### src/rtl/debug_pkg.sv
// Shared debug-port definitions: command codes, FSM state encoding, register index width.
package debug_pkg;
    localparam int REG_SEL_W = 4;

    typedef enum logic [1:0] {
        DBG_NONE = 2'b00,
        DBG_STOP = 2'b01,
        DBG_STEP = 2'b10,
        DBG_RUN  = 2'b11
    } dbg_mode_t;

    typedef enum logic [1:0] {
        RUNNING  = 2'b00,
        STOPPING = 2'b01,
        STOPPED  = 2'b10,
        STEPPING = 2'b11
    } dbg_state_t;
endpackage

### src/rtl/debug_wbuf.sv
// One-entry deferred debug write buffer; a push to a full buffer that is not popping
// in the same cycle replaces the entry and pulses overwrite.
module debug_wbuf
    import debug_pkg::*;
#(
    parameter int DATA_WIDTH = 16
) (
    input  logic                  clk,
    input  logic                  rst_n,
    input  logic                  push,
    input  logic [REG_SEL_W-1:0]  sel,
    input  logic [DATA_WIDTH-1:0] data,
    input  logic                  pop,
    output logic                  full,
    output logic [REG_SEL_W-1:0]  out_sel,
    output logic [DATA_WIDTH-1:0] out_data,
    output logic                  overwrite
);
    assign overwrite = push && full && !pop;

    always_ff @(posedge clk or negedge rst_n) begin
        if (!rst_n) begin
            full     <= 1'b0;
            out_sel  <= '0;
            out_data <= '0;
        end else if (push) begin
            full     <= 1'b1;
            out_sel  <= sel;
            out_data <= data;
        end else if (pop) begin
            full     <= 1'b0;
        end
    end
endmodule

### src/rtl/cpu_debug_port.sv
// Per-core debug responder: run/stop/step FSM gating issue, 1-cycle registered reads,
// and register writes that are deferred until the core is stopped.
module cpu_debug_port
    import debug_pkg::*;
#(
    parameter int DATA_WIDTH    = 16,
    parameter bit START_RUNNING = 1'b0
) (
    input  logic                  clk,
    input  logic                  rst_n,
    input  logic [1:0]            cpu_mode,
    input  logic [REG_SEL_W-1:0]  reg_sel,
    input  logic                  reg_we,
    input  logic [DATA_WIDTH-1:0] reg_wdata,
    output logic                  reg_stopped,
    output logic [DATA_WIDTH-1:0] reg_rdata,
    output logic                  core_run,
    input  logic                  core_idle,
    input  logic                  core_retire,
    output logic [REG_SEL_W-1:0]  core_reg_sel,
    output logic                  core_reg_we,
    output logic [DATA_WIDTH-1:0] core_reg_wdata,
    input  logic [DATA_WIDTH-1:0] core_reg_rdata,
    output logic                  dbg_overrun
);
    localparam dbg_state_t RESET_STATE = START_RUNNING ? RUNNING : STOPPED;

    dbg_state_t            state;
    logic                  buf_full;
    logic [REG_SEL_W-1:0]  buf_sel;
    logic [DATA_WIDTH-1:0] buf_data;
    logic                  buf_overwrite;
    logic                  commit;
    logic                  direct_wr;
    logic                  push;
    logic                  is_run;

    assign is_run = (cpu_mode == DBG_RUN);

    // A buffered write always takes precedence; a new strobe in that cycle queues behind it.
    assign commit    = (state == STOPPED) && buf_full;
    assign direct_wr = reg_we && (state == STOPPED) && !buf_full;
    assign push      = reg_we && !direct_wr;

    debug_wbuf #(.DATA_WIDTH(DATA_WIDTH)) u_wbuf (
        .clk       (clk),
        .rst_n     (rst_n),
        .push      (push),
        .sel       (reg_sel),
        .data      (reg_wdata),
        .pop       (commit),
        .full      (buf_full),
        .out_sel   (buf_sel),
        .out_data  (buf_data),
        .overwrite (buf_overwrite)
    );

    assign core_reg_we    = commit || direct_wr;
    assign core_reg_sel   = commit ? buf_sel : reg_sel;
    assign core_reg_wdata = commit ? buf_data : (direct_wr ? reg_wdata : '0);

    assign core_run    = (state == RUNNING) || (state == STEPPING);
    assign reg_stopped = (state == STOPPED);

    always_ff @(posedge clk or negedge rst_n) begin
        if (!rst_n) begin
            state <= RESET_STATE;
        end else begin
            case (state)
                RUNNING:  if (cpu_mode == DBG_STOP) state <= STOPPING;
                STOPPING: if (is_run) state <= RUNNING;
                          else if (core_idle) state <= STOPPED;
                STOPPED:  if (is_run) state <= RUNNING;
                          else if (cpu_mode == DBG_STEP) state <= STEPPING;
                STEPPING: if (cpu_mode == DBG_STOP) state <= STOPPING;
                          else if (is_run) state <= RUNNING;
                          else if (core_retire) state <= STOPPING;
                default:  state <= RESET_STATE;
            endcase
        end
    end

    always_ff @(posedge clk or negedge rst_n) begin
        if (!rst_n) begin
            reg_rdata   <= '0;
            dbg_overrun <= 1'b0;
        end else begin
            reg_rdata <= core_reg_rdata;
            if (buf_overwrite)
                dbg_overrun <= 1'b1;
            else if (is_run)
                dbg_overrun <= 1'b0;
        end
    end
endmodule

### config.mk
export PLATFORM = sky130hd
export DESIGN_NAME = cpu_debug_port
export DESIGN_NICKNAME = d
export VERILOG_FILES = /design/src/rtl/debug_pkg.sv /design/src/rtl/debug_wbuf.sv /design/src/rtl/cpu_debug_port.sv
export SDC_FILE = /design/constraint.sdc
export NUM_CORES = 1
export LEC_CHECK = 0
export CORE_ASPECT_RATIO = 0.5
export CORE_MARGIN = 1.5
export CORE_UTILIZATION = 35
export CTS_CLUSTER_DIAMETER = 150
export DETAILED_ROUTE_END_ITERATION = 10
export GPL_ROUTABILITY_DRIVEN = 0
export PLACE_DENSITY = 0.79
export REMOVE_ABC_BUFFERS = 1
export SLEW_MARGIN = 20
export SYNTH_ARGS = -nofsm -noshare
export SYNTH_HDL_FRONTEND = slang
export SYNTH_SLANG_ARGS = --single-unit
### constraint.sdc
create_clock -name clk -period 4 [get_ports clk]
set_input_delay 0.4 -clock clk [delete_from_list [all_inputs] [get_ports clk]]
set_output_delay 0.4 -clock clk [all_outputs]
set_load 0.02 [all_outputs]
==> qor.log, run 1 <==
INFO  route          first_pass_iters=2
INFO  route          detail_route.drc_violations=0
INFO  synthesis      synth_warnings=0
INFO  worst_setup_path worst_path_largest_cell_delay=0.64ns
INFO  cts            holdBufCountCts=0
INFO  floorplan      design.die.area=5570um2
INFO  cts            clock_tree_from_tritoncts=done
INFO  worst_setup_path cp-end-kind=output pin
INFO  cts            ctsResizeCount=0
INFO  grt            gr-total-overflow=0
INFO  synthesis      yosysUniqueCellTypes=26
INFO  grt            grt_antenna_before_repair=0
INFO  grt            grt_pass1_wl=6160um
INFO  synthesis      syn-cell-area=1790um2
INFO  timing         worst-slew-pin-transition=0.867ns
INFO  timing         total_negative_slack=0ns
INFO  synthesis      share_of_the_synthesized_area_in_compound_gates_ao_oa_aoi_oai=12.3%
INFO  synthesis      muxShareOfSynthArea=20.4%
INFO  placed_design  number_of_port_buffers=82
INFO  synthesis      largest_family_of_logic_cells_by_synthesized_area=multiplexers
INFO  timing         max_clock_freq=0.327GHz
INFO  worst_setup_path critical_path.reg2reg.endpoint=u_wbuf.out_data[5]
INFO  worst_setup_path critical_path.n_buffers_inverters=2
INFO  synthesis      yosys.area_share.simple=3.01%
INFO  placed_design  detailedPlace.worstSlack=1.11ns
INFO  cts            cts.sinks=40
INFO  worst_setup_path critical_path_required=3.60ns
INFO  worst_setup_path crit_slowest_cell=nor3b_4
INFO  route          totalWireLength=3960um
INFO  synthesis      yosysSeqAreaShare=56.1%
INFO  final_layout   area.growth.synth_to_final=53.6%
INFO  timing         final.min_clock_period=3.06ns
INFO  final_layout   layout-drive-gt1-share=25.5%
INFO  grt            vias_in_the_first_global_route=1233
INFO  placed_design  placed_cells_incl_taps=263
INFO  timing         report.final.hold_viol_count=0
INFO  worst_setup_path worst_setup_path_startpoint=state[1]
INFO  floorplan      start_util=36.4%
INFO  floorplan      core_area=4910um2
INFO  synthesis      synth_top_cell_by_area=dfrtp_1
INFO  worst_setup_path r2r_start=state[1]
INFO  timing         clk_skew=0.00195ns
INFO  final_layout   final_cell_count_no_fill=270
INFO  route          initialDrtViolationCount=61
INFO  final_layout   layout_commonest_cell=clkdlybuf4s50_1
INFO  final_layout   design.final.nets=248
INFO  grt            globalRouteTotalUtil=14.6%
INFO  timing         rsz0062_at_grt=false
INFO  worst_hold_path min-delay-path-class=in -> async
INFO  timing         period_share=76.4%
INFO  power          ir_worst_vdd=0.000205V
INFO  synthesis      synth_top_cells_by_area=dfrtp_1, mux2_4, a22o_2
INFO  route          route.detailed.wl_per_inst=14.7um
INFO  final_layout   final_cell_mix=clkdlybuf4s50_1, dfrtp_1, mux2_4
INFO  worst_setup_path arrival_time_of_the_worst_setup_path=2.66ns
INFO  final_layout   antenna_cells_inserted=0
INFO  grt            largest_net_degree_at_the_start_of_global_routing=41
INFO  route          final_antenna_net_count=0
INFO  worst_setup_path reg2regPathDepth=5
INFO  worst_setup_path timing.critical_path.max_delay_family=buffers and inverters
INFO  power          power_leakage=0.00119uW
INFO  run_status     run_status=finished clean
INFO  timing         fin_ws=0.943ns
INFO  timing         setup_viol=0
INFO  cts            source_to_sink_clock_delay_at_the_later_pin_of_the_worst_skew_pair=0.28ns
INFO  cts            clockBufferDepth=2
INFO  timing         final-max-slew-violation-count=0
INFO  synthesis      syn-instance-count=115
INFO  placed_design  place.detailed.hpwl=2950um
INFO  synthesis      yosys.area_share.xor_xnor=0%
INFO  worst_setup_path cp_cell_sequence=ha_1, inv_2, nor3b_4, a22o_2, clkdlybuf4s50_1
INFO  cts            htreeDepth=2
INFO  floorplan      die_w=104um
INFO  route          routed_via_count=1217
INFO  floorplan      ioPinCount=83
INFO  floorplan      dieHeight=53.5um
INFO  cts            ctsRootBufferMaster=clkbuf_8
INFO  floorplan      number_of_rows_in_the_core_area=18
INFO  power          pwr_density_cell=462nW/um2
INFO  synthesis      total_of_flip_flops_plus_latches_after_synthesis=40
INFO  worst_setup_path timing.reg2reg.setup_slack=2.25ns
INFO  run            reported_max_cap_violation_count=0
INFO  timing         slew-limit-headroom=42.2%
INFO  synthesis      post-synth-top-area-fraction=54.6%
INFO  worst_setup_path cp_max_fo=17
INFO  route          viasPerCell=4.51
INFO  worst_setup_path crit_type=reg -> out
INFO  synthesis      synth_adder_area_share=4.06%
INFO  cts            cts_buffers=5
INFO  synthesis      syn_area_per_cell=15.5um2
INFO  cts            setup_buffers_after_cts=0
INFO  cts            cts.reportedPaths.clkPinSlew=0.07ns
INFO  worst_setup_path startpoint_type=flop
## layer usage
metal / wire, um / GRT usage (%) / share of wire (%)
met5: 0 / 0 / 0
met4: 48 / 4.86 / 1.2
met1: 1740 / 17.9 / 44
met3: 107 / 3.82 / 2.7
met2: 2070 / 25.9 / 52
## worst max-delay path by stage
| stage | end | slack (ns) | depth (start not counted) |
|---|---|---|---|
| detailed placement | core_reg_wdata[12] | 1.11 | 4 |
| finish | core_reg_wdata[12] | 0.94 | 5 |
| global route | core_reg_wdata[12] | 0.78 | 6 |
| CTS | core_reg_wdata[12] | 0.93 | 6 |
| global placement | core_reg_wdata[10] | 1.17 | 4 |
| floorplan | u_wbuf.out_data[0] | 1.88 | 4 |
## cells by family after synthesis
logic type | after synthesis
DFF | 40
muxes | 26
AOI/OAI and AO/OA | 25
buffers and inverters | 11
and+or+nand+nor | 7
adders and majority gates | 6
## area by class of cell
type	count	area, um2
clock buffers	7	96.3
fillers	416	2170
well taps	70	87.6
multi-input cells	64	712
repair buffers	83	823
inverters	6	22.5
flip-flops and latches	40	1000
## power breakdown
| part | switching (uW) | internal (uW) | total, uW |
|---|---|---|---|
| combinational | 226 | 268 | 494 |
| sequential | 34.3 | 458 | 492 |
| clock | 128 | 154 | 281 |
## registers in the layout (all words and copies together), names as in the netlist
signal and flops:
state 2, reg_rdata 16, u_wbuf.out_sel 4, u_wbuf.full 1
u_wbuf.out_data 16, dbg_overrun 1
## cells in the mapped netlist (all sizes together)
cell type,count
dfstp,1
nor2b,1
o21ai,2
nor2,1
nor3b,1
a32o,1
o21a,1
dfrtp,39
nand2,1
maj3,1
a21oi,3
inv,6
and2,1
or2,2
mux2i,2
o31a,1
mux2,24
a22o,16
ha,5
o22ai,1
buf,5
## per-stage QoR
step	hold WS [ns]	area [um2]	power (uW)	utilization, %
floorplan	0.104	1740	784	-
global placement	0.480	2650	986	53.9
detailed placement	0.484	2650	996	53.9
CTS	0.265	2740	1280	55.9
global route	0.306	2740	1340	55.9
finish	0.232	2740	1270	55.9
Note: power is estimated with default switching activity, not from simulation.
==> inputs of run 2 (changes only) <==
==> constraint.sdc (replaced) <==
create_clock -name clk -period 2.9 [get_ports clk]
set_input_delay 0.29 -clock clk [delete_from_list [all_inputs] [get_ports clk]]
set_output_delay 0.29 -clock clk [all_outputs]
set_load 0.02 [all_outputs]
==> qor.log, run 2 (synthesis gave the netlist of run 1 again) <==
INFO  worst_setup_path startpoint_type=flop
INFO  route          routed.top_layer=met4
INFO  cts            ctsRootBufferMaster=clkbuf_8
INFO  worst_setup_path arrival_time_of_the_worst_setup_path=2.34ns [-0.32 ns]
INFO  power          pwr_density_cell=659nW/um2 [+43%]
INFO  worst_setup_path cp_max_fo=17 [unchanged]
INFO  route          wl_met1=1760um [+1.6%]
INFO  cts            htreeDepth=2 [unchanged]
INFO  floorplan      number_of_rows_in_the_core_area=18 [unchanged]
INFO  timing         max_clock_freq=0.380GHz
INFO  cts            clockBufferDepth=2 [unchanged]
INFO  final_layout   antenna_cells_inserted=0 [unchanged]
INFO  cts            clock_tree_from_tritoncts=done
INFO  final_layout   layout-drive-gt1-share=26.2% [+0.74 points]
INFO  final_layout   layout_commonest_cell=clkdlybuf4s50_1
INFO  final_layout   reg_top3=reg_rdata (16), u_wbuf.out_data (16), u_wbuf.out_sel (4)
INFO  timing         slew-limit-headroom=43.1% [+0.89 points]
INFO  worst_setup_path timing.critical_path.max_delay_family=buffers and inverters
INFO  grt            vias_in_the_first_global_route=1329 [+7.8%]
INFO  timing         worst-slew-pin-transition=0.854ns [-0.0133 ns]
INFO  route          amount_of_wire_on_met3_after_detailed_routing=110um [+2.8%]
INFO  power          power=1820uW [+44%]
INFO  cts            cts_buffers=5 [unchanged]
INFO  route          detail_route.drc_violations=0 [unchanged]
INFO  floorplan      dieHeight=53.5um [unchanged]
INFO  final_layout   nFillCells=421 [+1.2%]
INFO  floorplan      start_util=36.4% [unchanged]
INFO  grt            grt_pass1_wl=6810um [+11%]
INFO  power          ir_worst_vdd=0.000260V [+26%]
INFO  timing         rsz0062_at_grt=false
INFO  worst_setup_path crit_end=core_reg_wdata[9]
INFO  route          initialDrtViolationCount=37 [-39%]
INFO  route          route.detailed.wl_per_inst=15.9um [+8.6%]
INFO  cts            ctsResizeCount=0 [unchanged]
INFO  worst_setup_path timing.reg2reg.setup_slack=1.11ns [-1.14 ns]
INFO  cts            setup_buffers_after_cts=0 [unchanged]
INFO  worst_setup_path reg2regPathDepth=6 [+1]
INFO  worst_setup_path crit_slowest_cell=clkdlybuf4s50_1
INFO  grt            gr-total-overflow=0 [unchanged]
INFO  cts            source_to_sink_clock_delay_at_the_later_pin_of_the_worst_skew_pair=0.29ns [about the same]
INFO  worst_setup_path cp.depth=7 [+2]
INFO  worst_setup_path cp_cell_sequence=inv_1, ha_1, inv_2, nor3b_4, buf_4, a22o_2, clkdlybuf4s50_1
INFO  route          final_antenna_net_count=0 [unchanged]
INFO  floorplan      die_w=104um [unchanged]
INFO  run_status     run_status=finished clean
INFO  floorplan      ioPinCount=83 [unchanged]
INFO  grt            largest_net_degree_at_the_start_of_global_routing=41 [unchanged]
INFO  route          routed-wl-met2=2440um [+18%]
INFO  cts            cts.reportedPaths.clkPinSlew=0.08ns [about the same]
INFO  route          viasPerCell=4.55 [+0.98%]
INFO  worst_setup_path critical_path.reg2reg.endpoint=u_wbuf.out_data[3]
INFO  timing         period_share=90.8%
INFO  route          routed_via_count=1238 [+1.7%]
INFO  timing         clk_skew=0.00723ns [+0.00528 ns]
INFO  timing         final-max-slew-violation-count=0 [unchanged]
INFO  final_layout   area.growth.synth_to_final=54.8%
INFO  final_layout   design.final.nets=249 [+0.40%]
INFO  worst_setup_path worst_setup_path_startpoint=state[0]
INFO  worst_setup_path crit_type=reg -> out
INFO  route          totalWireLength=4330um [+9.4%]
INFO  grt            globalRouteTotalUtil=16.1% [+1.5 points]
INFO  timing         total_negative_slack=0ns [unchanged]
INFO  floorplan      core_area=4910um2 [unchanged]
INFO  final_layout   final_cell_mix=clkdlybuf4s50_1, dfrtp_1, mux2_4
INFO  run            reported_max_cap_violation_count=0 [unchanged]
INFO  timing         report.final.hold_viol_count=0 [unchanged]
INFO  worst_setup_path critical_path.n_buffers_inverters=4 [+2]
INFO  placed_design  place.detailed.hpwl=3250um [+10%]
INFO  grt            grt_antenna_before_repair=0 [unchanged]
INFO  cts            holdBufCountCts=0 [unchanged]
INFO  timing         setup_viol=0 [unchanged]
INFO  worst_setup_path r2r_start=state[0]
INFO  worst_setup_path worst_path_largest_cell_delay=0.61ns [-0.03 ns]
INFO  route          first_pass_iters=4 [+2]
INFO  worst_hold_path min-delay-path-class=in -> async
INFO  placed_design  number_of_port_buffers=82 [unchanged]
INFO  worst_setup_path critical_path_required=2.61ns [-0.99 ns]
INFO  cts            cts.sinks=40 [unchanged]
INFO  floorplan      design.die.area=5570um2 [unchanged]
INFO  timing         final.min_clock_period=2.63ns
INFO  power          power_leakage=0.00120uW [+0.78%]
INFO  worst_setup_path cp-end-kind=output pin
[run 2: final cells by class]
class | instances | area [um2] | area share [%]
Clock buffer | 5 | 68.8 | 2.49
Timing Repair Buffer | 84 | 831 | 30.0
Inverter | 6 | 22.5 | 0.814
Tap cell | 70 | 87.6 | 3.17
Sequential cell | 40 | 1000 | 36.2
Multi-Input combinational cell | 64 | 712 | 25.7
Clock inverter | 3 | 42.5 | 1.54
[run 2: per-layer routing]
| metal | vias to the layer above | track usage [%] |
|---|---|---|
| li1 | 583 | - |
| met4 | 0 | 5.56 |
| met3 | 2 | 3.33 |
| met1 | 640 | 18.7 |
| met2 | 13 | 30.9 |
| met5 | - | 0 |
[run 2: worst min-delay path by stage]
stage	from	to	slack, ns	cells past startpoint
final	rst_n	reg_rdata[11]	0.11	1
after global routing	rst_n	u_wbuf.out_data[15]	0.18	1
after detailed placement	rst_n	reg_rdata[11]	0.46	1
after global placement	rst_n	reg_rdata[11]	0.46	1
after CTS	rst_n	u_wbuf.out_data[5]	0.14	1
after floorplan	rst_n	dbg_overrun	-0.006	0
[run 2: where the power goes]
part,internal (uW),total [uW],switching (uW)
Clock,255,450,195
Combinational,371,693,322
Sequential,632,679,47.8
[run 2: through the flow]
step | area [um2] | util (%) | cells | hold WS, ns | setup slack (ns)
after floorplan | 1740 | - | 110 | -0.00559 | 0.781
after global placement | 2660 | 54.1 | 264 | 0.456 | 0.589
after detailed placement | 2660 | 54.1 | 264 | 0.462 | 0.541
after CTS | 2770 | 56.3 | 272 | 0.143 | 0.246
after global routing | 2770 | 56.3 | 272 | 0.180 | 0.112
final | 2770 | 56.3 | 272 | 0.109 | 0.267
==> RTL change 1, RTL diff (config.mk and constraints of run 1) <==
The parameter `START_RUNNING` goes from 1'b0 to 1'b1.
--- a/src/rtl/cpu_debug_port.sv
+++ b/src/rtl/cpu_debug_port.sv
@@ -4,7 +4,7 @@
     import debug_pkg::*;
 #(
     parameter int DATA_WIDTH    = 16,
-    parameter bit START_RUNNING = 1'b0
+    parameter bit START_RUNNING = 1'b1
 ) (
     input  logic                  clk,
     input  logic                  rst_n,
Check against the original RTL: not equivalent (Yosys sat finds a counterexample within 4 cycles, from zero or initial values and one cycle with rst_n low).
==> RTL change 1 against run 1 <==
Synthesized area about the same; register-to-register slack about the same; setup slack improved by 0.066 ns; cell count increased by 0.37%; sequential cell count unchanged; critical path type unchanged; total power increased by 2.4%; wire length increased by 3.3%; largest power group unchanged; non-clock buffer count unchanged; design area up 0.36%.
==> RTL change 1: results (changes against run 1) <==
** Clock network
- The total CTS buffers was 5 (unchanged).
- The maximum buffer depth of the clock tree was 2 (unchanged).
- Insertion delay of the later-clocked pin in the worst-skew pair :: 0.28 ns (about the same)
- The CTS root buffer is clkbuf_8 (unchanged).
- Clock slew at the register clock pins of the worst setup and hold paths :: 0.07 ns (about the same)
- Maximum level of the CTS H-tree :: 2 (unchanged)
- The count of cells resized by post-cts repair was 0 (unchanged).
- Number of buffers inserted to repair setup after CTS :: 0 (unchanged)

** Die
- The area of the core region was 4910 µm² (unchanged).

** GRT
- Global router's overall resource usage :: 0.149 (was 0.146)
- Largest net degree at the start of global routing :: 41 (unchanged)
- Global-route wire length before repair :: 6350 µm (was 6160 µm)
- Initial antenna violation count :: 0 (unchanged)

** Synthesis
- The number of standard cells after synthesis came to 115 (unchanged).
- The sequential cell area fraction in the yosys report came to 0.561 (about the same).
- Top area cells in the synthesized netlist: dfrtp_1, mux2_4, a22o_2, ha_1, a22o_1 (unchanged).
- Commonest cells post-synth: dfrtp_1, mux2_4, a22o_2 (unchanged).
- Library cells used by synthesis :: 25 (was 26)
- The number of warnings reported in the yosys synthesis log was 0 (unchanged).
- The share of synthesized flip-flops with an asynchronous set or reset came to 1.00 (unchanged).

** Critical path
- CP Data Arrival Time :: 2.59 ns (was 2.66 ns)
- Critical Path Max Stage Delay :: 0.64 ns (about the same)
- Cell class contributing the biggest share of worst-path delay :: buffers and inverters (unchanged)
- Maximum fanout along the worst path :: 17 (unchanged)
- Crit path max-delay cell type :: nor3b_4 (unchanged)

** Placement
- The half-perimeter wire length after placement came to 3070 µm (was 2950 µm).
- Pre-CTS WS :: 1.12 ns (was 1.11 ns)
- The instance area at placement was 2650 µm² (about the same).
- The count of input and output buffers came to 82 (unchanged).
- Number of placed cells counting well taps :: 263 (unchanged)

** Detailed routing
- The first-iteration detailed-routing DRC count was 55 (was 61).
- The wire length per cell after detailed routing came to 15.1 µm (was 14.7 µm).
- The number of iterations in the first detailed-routing pass was 4 (was 2).
- Count of vias placed by the detailed router :: 1250 (was 1217)

** Min path
- The class of the tightest hold or removal check is in -> async (unchanged).

** Cells and area
- Largest registers in the final layout :: reg_rdata x16, u_wbuf.out_data x16, u_wbuf.out_sel x4 (unchanged)
- Ant. Diodes :: 0 (unchanged)
- The count of non-filler cells in the finished layout was 271 (was 270).
- Fraction of layout instances using a drive strength above 1 :: 0.249 (was 0.255)
- The post-layout net count came to 248 (unchanged).

** Run status
- Run status: completed (unchanged).

** Timing
- Worst clock skew on the final layout :: 0.00907 ns (was 0.00195 ns)
- The headroom to the max-slew limit is 0.425 (was 0.422).
- Post-Route Setup TNS :: 0 ns (unchanged)

** Pwr
- Sw power :: 390 µW (was 388 µW)
- Leakage power of the design :: 1.19 nW (about the same)
- The worst voltage drop across the vdd grid was 195 µV (was 205 µV).
[RTL change 1: kinds of logic (layout without fill, tap and decap cells)]
logic type / after synthesis / after routing / synth area share
buf+inv: 11 / 97 / 0.0406
fa+ha+maj: 6 / 6 / 0.0406
mux: 26 / 26 / 0.205
compound gates: 25 / 25 / 0.123
flops: 40 / 40 / 0.561
simple gates: 7 / 7 / 0.0301
[RTL change 1: worst paths after layout]
path	slack [ns]	cells after the start	endpoint	start
setup / recovery	1.01	6	core_reg_wdata[10]	state[0]
hold / removal	0.23	1	reg_rdata[5]	rst_n
setup reg to reg	2.25	6	u_wbuf.out_data[10]	state[0]
hold reg to reg	0.50	1	dbg_overrun	dbg_overrun
max in group asynchronous	3.22	1	state[0]	rst_n
min in group clk	0.50	1	dbg_overrun	dbg_overrun
[RTL change 1: per-layer routing]
metal	GRT usage	up-vias	share of wire
met1	0.180	647	0.43
met4	0.0417	0	0.0042
met3	0.0333	2	0.023
met5	0	-	0
met2	0.277	16	0.54
li1	-	585	-
[RTL change 1: layout make-up]
type | count | area, µm²
timing repair buffer | 83 | 823
tap | 70 | 87.6
clock buffer | 6 | 72.6
clock inverter | 2 | 35.0
sequential | 40 | 1000
fill | 428 | 2160
inverter | 6 | 22.5
multi-input combinational | 64 | 712
[RTL change 1: worst reg2reg max path, delay by kind of cell, from the launching register on]
kind | cells | cell delay (ns)
AO/OA/AOI/OAI | 1 | 0.11
flip-flops | 1 | 0.40
buffers and inverters | 3 | 0.57
multiplexers | 1 | 0.35
adder cells (fa/ha/maj) | 1 | 0.21
[RTL change 1: power by group through the flow]
stage	sequential (mW)	clock, mW	combinational, mW
finish	0.490	0.315	0.493
floorplan	0.504	0	0.277
detailed placement	0.498	0	0.498
global placement	0.494	0	0.488
CTS	0.491	0.323	0.500
global route	0.496	0.343	0.531
==> RTL change 2, RTL diff (config.mk and constraints of run 1) <==
Without the edit above. Encoding of `dbg_state_t`: now one-hot (4 bits for 4 states).
--- a/src/rtl/debug_pkg.sv
+++ b/src/rtl/debug_pkg.sv
@@ -9,11 +9,11 @@
         DBG_RUN  = 2'b11
     } dbg_mode_t;
 
-    typedef enum logic [1:0] {
-        RUNNING  = 2'b00,
-        STOPPING = 2'b01,
-        STOPPED  = 2'b10,
-        STEPPING = 2'b11
+    typedef enum logic [3:0] {
+        RUNNING  = 4'b0001,
+        STOPPING = 4'b0010,
+        STOPPED  = 4'b0100,
+        STEPPING = 4'b1000
     } dbg_state_t;
 endpackage
 
Formal check against the unedited RTL: same outputs for any inputs over 10 cycles, from zero or initial values and one cycle with rst_n low; not proved beyond that.
==> RTL change 2 against run 1 <==
Sequential share of layout area grew 2.1 points; via count grew 9.9%; sequential cell count grew 2; non-clock buffer count is the same; synthesized area shrank 0.84%; count of clock-buffer cells in the layout is the same; setup slack gained 0.0027 ns; wire length grew 2.2%; critical path depth grew 1; design area shrank 0.68%; first-iteration DRC count shrank 54%.
Power is not compared: it rests on default switching activity, and its combinational part moved more than twofold at a synthesized area within 25%.
==> RTL change 2: results (changes against run 1) <==
** Run status
- Run status: completed (unchanged).

** Synthesis
- Commonest cells post-synth :: dfrtp_1, mux2_1, a22o_1 (was dfrtp_1, mux2_4, a22o_2)
- Share of synthesized registers carrying an async set or reset :: 1.00 (unchanged)
- The flip-flop and latch count after synthesis came to 42 (was 40).
- The sequential cell area fraction in the yosys report was 0.594 (was 0.561).
- Library cells used by synthesis :: 32 (was 26)
- Top area cells in the synthesized netlist :: dfrtp_1, mux2_1, a22o_1, dfstp_2, buf_6 (was dfrtp_1, mux2_4, a22o_2, ha_1, a22o_1)
- The largest area contributor in the netlist is dfrtp_1 (unchanged).

** Detailed routing
- Wire length on met3 :: 163 µm (was 107 µm)
- The first-iteration detailed-routing DRC count was 28 (was 61).
- The number of remaining DRC errors was 0 (unchanged).
- Sum of met2 wire segment lengths after detailed routing :: 2000 µm (was 2070 µm)
- The final wirelength came to 4050 µm (was 3960 µm).
- Count of vias placed by the detailed router :: 1338 (was 1217)
- Detailed-routing iteration count for the pre-antenna-repair pass :: 4 (was 2)
- The met1 wire length came to 1780 µm (was 1740 µm).

** Clock network
- Root Driver :: clkbuf_8 (unchanged)
- Total CTS buffers :: 5 (unchanged)
- Number of buffers inserted to repair setup after CTS :: 0 (unchanged)
- Maximum level of the CTS H-tree :: 2 (unchanged)
- The maximum buffer depth of the clock tree was 2 (unchanged).
- Count of instances resized after the clock tree is built :: 0 (unchanged)
- Clock-pin slew was measured on the worst setup and hold paths at ~0.08 ns.

** GRT
- The initial antenna violation count is 0 (unchanged).
- Largest net degree at the start of global routing :: 43 (was 41)
- Global-route wire length before repair :: 6560 µm (was 6160 µm)
- Global router's overall resource usage :: 0.154 (was 0.146)
- The via count of the first global-routing pass is 1295 (was 1233).

** Cells and area
- Final layout net count :: 257 (was 248)
- The fraction of final layout cells sized beyond drive strength 1 came to 0.0698 (was 0.255).
- Largest registers in the final layout :: reg_rdata x16, u_wbuf.out_data x16 (was reg_rdata x16, u_wbuf.out_data x16, u_wbuf.out_sel x4)
- Fillcell total :: 428 (was 416)

** Critical path
- RR Endpoint :: u_wbuf.out_sel[0] (was u_wbuf.out_data[5])
- The maximum net fanout on the critical path came to 15 (was 17).
- The worst-case register-to-register setup slack is 2.10 ns (was 2.25 ns).
- The startpoint of the lowest-slack register-to-register path is state[0] (was state[1]).
- CP Data Arrival Time :: 2.65 ns (was 2.66 ns)
- Worst setup path startpoint :: state[0] (was state[1])
- The logic depth of the worst register-to-register path is 4 (was 5).
- The last element of the critical path is core_reg_sel[1] (was core_reg_wdata[12]).

** Placement
- Half-perimeter wire length of the detailed placement result :: 2930 µm (was 2950 µm)
- Count of buffers inserted at the top-level ports :: 82 (unchanged)

** Timing
- The headroom to the max-slew limit is 0.385 (was 0.422).
- The worst setup skew after layout was 0.00311 ns (was 0.00195 ns).

** Pwr
- IR drop worst, VDD :: about 270 µV
RTL change 2: how the worst min path moves through the flow:
stage	to	slack (ns)	cells after the start
after floorplan	dbg_overrun	0.10	0
after global placement	u_wbuf.out_sel[3]	0.47	1
after detailed placement	u_wbuf.out_sel[1]	0.48	1
after CTS	u_wbuf.out_sel[3]	0.27	1
after global routing	u_wbuf.out_data[14]	0.32	1
final	u_wbuf.out_data[14]	0.24	1
RTL change 2: logic make-up (layout without fill, tap and decap cells):
kind of cell    Yosys count  after routing  share of synthesized area
flops                    42             42                      0.594
compound gates           30             30                      0.131
mux                      24             24                      0.153
simple gates             24             24                     0.0798
buf+inv                  11             94                     0.0381
xor+xnor                  1              1                    0.00494
RTL change 2: routing by layer:
metal  vias to the layer above  GRT usage
met5                         -          0
met4                         0     0.0648
met3                        14     0.0394
met2                        34      0.281
met1                       650      0.179
li1                        640          -
RTL change 2: final cells by class:
type | instances | area (µm²) | area share
Clock buffer | 7 | 86.3 | 0.0317
Inverter | 3 | 11.3 | 0.00413
Multi-Input combinational cell | 79 | 659 | 0.242
Clock inverter | 1 | 5.00 | 0.00184
Sequential cell | 42 | 1050 | 0.386
Timing Repair Buffer | 83 | 823 | 0.302
Tap cell | 70 | 87.6 | 0.0321
RTL change 2: metrics by stage:
step	utilization	setup slack [ns]	instances	total power, mW	cell area, µm²
global placement	0.535	1.33	277	1.60	2630
finish	0.555	0.945	285	1.90	2730
detailed placement	0.535	1.28	277	1.63	2630
global route	0.555	0.767	285	2.02	2730
floorplan	-	1.68	124	1.19	1720
CTS	0.554	0.950	285	1.91	2720
RTL change 2: power groups by stage:
stage	logic [mW]	registers [mW]	clock network [mW]
3_5_place_dp	0.996	0.632	0
2_1_floorplan	0.559	0.629	0
4_1_cts	1.00	0.622	0.291
5_1_grt	1.07	0.644	0.307
3_3_place_gp	0.979	0.621	0
6_report	0.997	0.625	0.277
RTL change 2: worst max-delay path, stage by stage, from the launching register on:
cell             delay (ns)
dfrtp_1                0.45
nor2_2                 0.22
nand3b_4               0.14
nor2_1                 0.36
buf_4                  0.31
mux2_1                 0.34
clkdlybuf4s50_1        0.54
